--- config.mk ---
export PLATFORM = sky130hd
export DESIGN_NAME = cms_trace_packer
export DESIGN_NICKNAME = d
export VERILOG_FILES = /design/src/rtl/cms_trace_packer.sv
export SDC_FILE = /design/constraint.sdc
export NUM_CORES = 1
export LEC_CHECK = 0
export ABC_CLOCK_PERIOD_IN_PS = 16100
export CORE_MARGIN = 2
export CORE_UTILIZATION = 47
export CTS_CLUSTER_DIAMETER = 200
export DETAILED_ROUTE_END_ITERATION = 12
export GPL_TIMING_DRIVEN = 0
export PLACE_DENSITY = 0.75
export SLEW_MARGIN = 20
export SYNTH_ARGS = -nofsm -noshare
export SYNTH_HDL_FRONTEND = slang
export SYNTH_SLANG_ARGS = --single-unit
--- constraint.sdc ---
create_clock -name clk -period 16.1 [get_ports clk]
set_input_delay 3.22 -clock clk [delete_from_list [all_inputs] [get_ports clk]]
set_output_delay 3.22 -clock clk [all_outputs]
set_load 0.005 [all_outputs]
--- src/rtl/cms_trace_packer.sv ---
// cms_trace_packer: captures retire-time trace packets (instr, pc, event
// counter channels, overflow flag, optional timestamp) into a FIFO and
// streams them out as AXI-Stream beats with programmable TLAST framing.
// Optional feature macro: CMS_TRACE_PACKER_TIMESTAMP_EN adds a 32-bit
// free-running cycle stamp after the overflow flag in each packet.
module cms_trace_packer #(
  parameter int XLEN                                = 64,
  parameter int INSTR_WIDTH                         = 32,
  parameter int NUM_EVENTS                          = 39,
  parameter int NUM_CHANNELS                        = 3,
  parameter int COUNTER_WIDTH                       = 7,
  parameter int FIFO_DEPTH                          = 8,
  parameter int AXI_DATA_WIDTH                      = 512,
  parameter int CTRL_ADDR_WIDTH                     = 8,
  parameter int CTRL_DATA_WIDTH                     = 64,
  parameter int CTRL_WRITE_ENABLE_POSEDGE_TRIGGERED = 1
) (
  input  logic                          clk,
  input  logic                          rst,
  input  logic                          en,
  input  logic                          pc_valid,
  input  logic [INSTR_WIDTH-1:0]        instr,
  input  logic [XLEN-1:0]               pc,
  input  logic [NUM_EVENTS-1:0]         performance_events,
  output logic                          M_AXIS_tvalid,
  input  logic                          M_AXIS_tready,
  output logic [AXI_DATA_WIDTH-1:0]     M_AXIS_tdata,
  output logic                          M_AXIS_tlast,
  input  logic [31:0]                   tlast_interval,
  input  logic [CTRL_ADDR_WIDTH-1:0]    ctrl_addr,
  input  logic [CTRL_DATA_WIDTH-1:0]    ctrl_wdata,
  input  logic                          ctrl_write_enable,
  output logic [31:0]                   drop_count,
  output logic [$clog2(FIFO_DEPTH):0]   fifo_level
);

`ifdef CMS_TRACE_PACKER_TIMESTAMP_EN
  localparam int TS_W = 32;
`else
  localparam int TS_W = 0;
`endif

  localparam int OFF_PC = INSTR_WIDTH;
  localparam int OFF_CH = INSTR_WIDTH + XLEN;
  localparam int OFF_OV = OFF_CH + NUM_CHANNELS * COUNTER_WIDTH;
  localparam int OFF_TS = OFF_OV + 1;
  localparam int PKT_W  = OFF_TS + TS_W;
  localparam int AW     = $clog2(FIFO_DEPTH);
  localparam int LW     = AW + 1;
  localparam int SEL_W  = $clog2(NUM_EVENTS) + 1;

  localparam logic [LW-1:0]            DEPTH_L = LW'(FIFO_DEPTH);
  localparam logic [COUNTER_WIDTH-1:0] CNT_MAX = '1;

  generate
    if (PKT_W > AXI_DATA_WIDTH) begin : g_width_check
      $error("cms_trace_packer: packet width exceeds AXI_DATA_WIDTH");
    end
    if (FIFO_DEPTH < 2 || (1 << AW) != FIFO_DEPTH) begin : g_depth_check
      $error("cms_trace_packer: FIFO_DEPTH must be a power of two >= 2");
    end
  endgenerate

  logic                     we_q;
  logic                     wr_stb;
  logic                     soft_clr;
  logic                     clr_drop;
  logic [SEL_W-1:0]         sel     [NUM_CHANNELS];
  logic [COUNTER_WIDTH-1:0] cnt     [NUM_CHANNELS];
  logic [COUNTER_WIDTH-1:0] cnt_inc [NUM_CHANNELS];
  logic                     ev_sel  [NUM_CHANNELS];
  logic                     ovf_flag;
  logic                     capture;
  logic                     pop;
  logic                     full;
  logic                     push_ok;
  logic                     drop;
  logic [LW-1:0]            wr_ptr;
  logic [LW-1:0]            rd_ptr;
  logic [PKT_W-1:0]         mem [FIFO_DEPTH];
  logic [PKT_W-1:0]         pkt;
  logic [31:0]              beat_cnt;
  logic                     tlast_int;
  logic                     unused_ctrl_wdata;

  assign unused_ctrl_wdata = ^ctrl_wdata[CTRL_DATA_WIDTH-1:SEL_W];

`ifdef CMS_TRACE_PACKER_TIMESTAMP_EN
  logic [31:0] ts_cnt;

  // Free-running cycle stamp, wraps naturally.
  always_ff @(posedge clk or posedge rst) begin
    if (rst) ts_cnt <= '0;
    else     ts_cnt <= ts_cnt + 32'd1;
  end
`endif

  // In posedge mode a held strobe yields a single write.
  assign wr_stb   = (CTRL_WRITE_ENABLE_POSEDGE_TRIGGERED != 0) ?
                    (ctrl_write_enable & ~we_q) : ctrl_write_enable;
  assign soft_clr = wr_stb && (ctrl_addr == '0) && ctrl_wdata[0];
  assign clr_drop = wr_stb && (ctrl_addr == CTRL_ADDR_WIDTH'(16));

  assign capture       = en & pc_valid;
  assign M_AXIS_tvalid = (wr_ptr != rd_ptr);
  assign fifo_level    = wr_ptr - rd_ptr;
  assign full          = (fifo_level == DEPTH_L);
  assign pop           = M_AXIS_tvalid & M_AXIS_tready;
  // A soft clear discards a same-cycle capture without counting it as a drop.
  assign push_ok       = capture & ~soft_clr & (~full | pop);
  assign drop          = capture & ~soft_clr & full & ~pop;

  assign tlast_int    = (tlast_interval != 32'd0) && (beat_cnt >= tlast_interval - 32'd1);
  assign M_AXIS_tlast = M_AXIS_tvalid & tlast_int;

  // Registered copy of the write strobe for edge detection.
  always_ff @(posedge clk or posedge rst) begin
    if (rst) we_q <= 1'b0;
    else     we_q <= ctrl_write_enable;
  end

  // Channel selector registers; out-of-range selectors count nothing.
  always_ff @(posedge clk or posedge rst) begin
    if (rst) begin
      for (int k = 0; k < NUM_CHANNELS; k++) sel[k] <= SEL_W'(k);
    end else begin
      for (int k = 0; k < NUM_CHANNELS; k++) begin
        if (wr_stb && (ctrl_addr == CTRL_ADDR_WIDTH'(k + 1)))
          sel[k] <= ctrl_wdata[SEL_W-1:0];
      end
    end
  end

  // Event mux and saturating increment including the current-cycle pulse.
  always_comb begin
    for (int k = 0; k < NUM_CHANNELS; k++) begin
      ev_sel[k] = 1'b0;
      for (int e = 0; e < NUM_EVENTS; e++) begin
        if (sel[k] == SEL_W'(e)) ev_sel[k] = performance_events[e];
      end
      cnt_inc[k] = (cnt[k] == CNT_MAX) ? CNT_MAX : cnt[k] + COUNTER_WIDTH'(ev_sel[k]);
    end
  end

  // Channel counters: clear on accepted capture, keep accumulating on a drop.
  always_ff @(posedge clk or posedge rst) begin
    if (rst) begin
      for (int k = 0; k < NUM_CHANNELS; k++) cnt[k] <= '0;
    end else if (soft_clr || push_ok) begin
      for (int k = 0; k < NUM_CHANNELS; k++) cnt[k] <= '0;
    end else if (en) begin
      for (int k = 0; k < NUM_CHANNELS; k++) cnt[k] <= cnt_inc[k];
    end
  end

  // Sticky overflow flag, consumed by the next accepted packet.
  always_ff @(posedge clk or posedge rst) begin
    if (rst)           ovf_flag <= 1'b0;
    else if (soft_clr) ovf_flag <= 1'b0;
    else if (drop)     ovf_flag <= 1'b1;
    else if (push_ok)  ovf_flag <= 1'b0;
  end

  // Packet assembly, LSB first, zero above the last field.
  always_comb begin
    pkt = '0;
    pkt[0 +: INSTR_WIDTH] = instr;
    pkt[OFF_PC +: XLEN]   = pc;
    for (int k = 0; k < NUM_CHANNELS; k++)
      pkt[OFF_CH + k * COUNTER_WIDTH +: COUNTER_WIDTH] = cnt_inc[k];
    pkt[OFF_OV] = ovf_flag;
`ifdef CMS_TRACE_PACKER_TIMESTAMP_EN
    pkt[OFF_TS +: 32] = ts_cnt;
`endif
  end

  // FIFO storage; contents are qualified by the pointers so no reset needed.
  always_ff @(posedge clk) begin
    if (push_ok) mem[wr_ptr[AW-1:0]] <= pkt;
  end

  // FIFO pointers with wrap bit.
  always_ff @(posedge clk or posedge rst) begin
    if (rst) begin
      wr_ptr <= '0;
      rd_ptr <= '0;
    end else if (soft_clr) begin
      wr_ptr <= '0;
      rd_ptr <= '0;
    end else begin
      if (push_ok) wr_ptr <= wr_ptr + LW'(1);
      if (pop)     rd_ptr <= rd_ptr + LW'(1);
    end
  end

  // First-word fall-through head, forced to zero when empty.
  always_comb begin
    M_AXIS_tdata = '0;
    if (M_AXIS_tvalid) M_AXIS_tdata[PKT_W-1:0] = mem[rd_ptr[AW-1:0]];
  end

  // Beat counter for TLAST framing.
  always_ff @(posedge clk or posedge rst) begin
    if (rst)           beat_cnt <= '0;
    else if (soft_clr) beat_cnt <= '0;
    else if (pop)      beat_cnt <= tlast_int ? 32'd0 : beat_cnt + 32'd1;
  end

  // Saturating drop counter.
  always_ff @(posedge clk or posedge rst) begin
    if (rst)                               drop_count <= '0;
    else if (clr_drop)                     drop_count <= '0;
    else if (drop && (drop_count != '1))   drop_count <= drop_count + 32'd1;
  end

endmodule
==> key figures <==
Status
  • Outcome: finished, final reports clean

Setup path
  • WS Path Type: in2out
  • FF-to-FF setup slack: between 10 and 15 ns
  • Worst R2R Path Depth: 18
  • WP data arrival: about 8.6 ns
  • Worst-path cell chain: clkdlybuf4s50_1 -> nor3_1 -> nand2b_1 -> or3_1 -> or3_1 -> or3_1 -> clkbuf_1 -> or3_1 -> clkbuf_1 -> nor3_1 -> xnor2_1 -> ha_1 -> nand3_1 -> nor4_1 -> nand2_1 -> o211ai_1 -> nand4_1 -> nand2_2 -> buf_2 -> and2_1 -> clkdlybuf4s50_1
  • CP peak stage delay: 0.56 ns
  • Worst Setup Start Kind: input pin
  • Crit end category: output pin
  • Crit Path Max Fanout: 10
  • Crit-path most repeated cell: or3_1
  • Worst reg2reg path startpoint: rd_ptr[1]
  • Worst r2r dst: mem[4][70]
  • Slowest CP cell: clkdlybuf4s50_1
  • Crit path required time: around 13 ns

Worst hold path
  • Hold EP: sel[13]
  • Hold path cells: 1
  • Hold_sp: sel[13]
  • Path type of the worst min-delay path: reg2reg

Clocking
  • CTS Buf Count: around 110
  • Post-CTS Setup Repair Bufs: 0
  • Clk pin slew, worst setup/hold paths: ~0.060 ns
  • Post_cts resized: 0
  • Root Driver: clkbuf_16
  • CTS Sinks: approximately 1100
  • H-tree levels: 3
  • CTS max path bufs: 3
  • CTS tree: done
  • Latest clock arrival within the worst-skew pair: 0.70 ns
  • Cts hold-fix bufs: 0

Synthesis
  • Area contributors post-synth: edfxtp_1 60%, mux4_2 12%, buf_4 6.3%
  • Syn Area/Cell: 15.5 um^2
  • Cell Area, Synth: between 40000 and 50000 um^2
  • Post-synth top flop: edfxtp_1
  • Post-synth EDFFs: 944
  • YS warnings: 0
  • Synth area leader: edfxtp_1
  • Sequential share of the synthesized area: around 66%
  • Synth Instances: approximately 3000
  • FF+latch count, synth: between 1000 and 1500
  • Synth cell types: 62
  • Ys async rst share: 10.9%
  • Share of the synthesized area in the top cell type: between 50 and 60%

Power
  • Sw Ratio: 31.0%
  • Peak supply drop: approximately 110 uV
  • Clock share of power: approximately 28%
  • Pwr Density: roughly 150 nW/um^2
  • Static leakage: 0.0219 uW
  • Gate power share: roughly a third
  • Int Pwr: a little over 6000 uW
  • Total net switching power: around 2800 uW
  • Reg power frac: between 30% and 40%

Floorplanning
  • Die height: about 320 um
  • Core area: about 100000 um^2
  • I/O Pins: ~800
  • Rows: 116
  • Die W: 321 um
  • Initial Utilization: a little under half
  • Die area: about 100000 um^2

Finish
  • Area Overhead vs Synth: 24.2%
  • Most common cell after layout, fill and taps aside: edfxtp_1
  • Layout cells sized above 1: about a quarter
  • Fin nets: roughly 4300
  • Post-route core utilization: around 59%
  • Most frequent cells in the layout: 944 x edfxtp_1, 478 x buf_4, 394 x conb_1, 342 x clkdlybuf4s50_1, 312 x nand2_1
  • Design area: slightly below 60000 um^2

Timing
  • Fin crit share: 73.2%
  • Pins Over Slew Limit: 0
  • RSZ-0062 raised after global routing: no
  • Final Skew: ~0.047 ns
  • Minimum clock period after layout: 11.79 ns
  • Fin. Hold Viols: 0
  • Setup Viol. Count Final: 0
  • Worst Tran Pin Value: ~1.1 ns
  • Achievable Freq: 84.8 MHz
  • Worst relative slew slack: between 20 and 30%

Drt
  • WL met1: around 46000 um
  • Drt first pass iters: 6
  • WL per Instance: between 20 and 25 um
  • Max Used Layer: met5
  • Vias per cell: ~5.2
  • Met2 routed WL: between 50000 and 60000 um
  • Antenna-violating nets left: 0
  • DRC Markers: 0
  • Met3 WL post-DR: between 9000 and 10000 um
  • DR vias: 28300
  • Number of DRC markers in iteration 0: ~2300
  • Post-Route WL: between 100000 and 150000 um

Placement
  • DP Area: 55100 um^2
  • Buffers on Ports: roughly 340
  • DP HPWL: a little over 80000 um
  • Gp weighted congestion: 0.874

GRT
  • Initial antenna violation count: 8
  • First-pass GRT wire length: about 170000 um
  • GRT Util Overall: between 20% and 30%
  • Congestion Overflow GR: 0
  • Vias in the first global route: between 20000 and 30000
  • Largest net degree at the start of global routing: 74

Run
  • Maximum Capacitance Violations: 0
worst max-delay path: cells and delay by family:
family	cells	cell delay, ns
and+or+nand+nor	13	2.97
buffers and inverters	5	1.64
adders and majority gates	1	0.31
AOI/OAI and AO/OA	1	0.29
xor gates and xnor gates	1	0.13
stage by stage:
| stage | std cells | TNS [ns] | total power (uW) | worst slack [ns] | hold WS, ns |
|---|---|---|---|---|---|
| 6_report | 5405 | 0 | 8970 | 4.31 | 0.535 |
| 5_1_grt | 5395 | 0 | 9380 | 3.86 | 0.564 |
| 4_1_cts | 5395 | 0 | 9080 | 4.26 | 0.531 |
| 3_5_place_dp | 5199 | 0 | 6580 | 4.27 | 0.519 |
| 3_3_place_gp | 5075 | -4636.51 | 6580 | -7.03 | 0.512 |
| 2_1_floorplan | 3435 | 0 | 5080 | 2.48 | 0.494 |
flip-flops by register name, summed over array words and instances (netlist names):
name / cells
beat_cnt: 32
ovf_flag: 1
mem: 944
rd_ptr: 4
drop_count: 32
wr_ptr: 4
we_q: 1
cnt: 21
sel: 21
kinds of logic after synthesis:
logic type | after synthesis | share of synthesized area (%)
XOR/XNOR | 78 | 1.44
AO/OA/AOI/OAI | 307 | 3.90
multiplexers | 289 | 12.9
flip-flops | 1060 | 66.1
adder cells (fa/ha/maj) | 47 | 1.26
other | 1 | 0.00793
buffers and inverters | 570 | 7.71
AND/OR/NAND/NOR | 690 | 6.74
Yosys cell counts (11+ instances only):
library cell / instances
mux2_2: 25
a22o_1: 24
edfxtp_1: 944
or3_1: 11
nand2b_1: 12
nand2_1: 312
clkbuf_1: 92
buf_1: 45
dfrtp_1: 114
mux4_2: 252
ha_1: 46
a21oi_1: 146
nand3_1: 69
nor2_1: 118
nor3_1: 38
nand4_1: 26
nor4_1: 18
nor2b_1: 19
o31ai_1: 25
and3_1: 26
mux2i_1: 12
o21ai_0: 58
buf_4: 394
xor2_1: 43
xnor2_1: 35
inv_1: 30
area by class of cell:
type	count	area, um^2
clock inverter	67	751
inverter	31	121
buffer	539	3540
clock buffer	129	2780
timing repair buffer	466	4700
tap	1298	1620
antenna	10	25.0
sequential	1060	31300
multi-input combinational	1805	13900
fill	7547	41100
worst max path at each step:
stage	start	endpoint	slack, ns
floorplan	ctrl_write_enable	mem[5][0]	2.48
global placement	ctrl_write_enable	mem[4][92]	-7.03
detailed placement	tlast_interval[1]	M_AXIS_tlast	4.27
CTS	tlast_interval[1]	M_AXIS_tlast	4.26
global route	tlast_interval[2]	M_AXIS_tlast	3.86
finish	tlast_interval[2]	M_AXIS_tlast	4.31
per-layer routing:
metal	up-vias	track usage, %
li1	12800	-
met1	14100	29.1
met2	1216	37.7
met3	173	4.99
met4	12	4.87
met5	-	0
power groups by stage:
stage | sequential (uW) | combinational, uW | clock, uW
finish | 3360 | 3130 | 2490
global route | 3380 | 3360 | 2640
CTS | 3360 | 3180 | 2540
detailed placement | 3410 | 3170 | 0
global placement | 3520 | 3070 | 0
floorplan | 3440 | 1640 | 0
No activity file was read; power rests on OpenSTA's default activity.
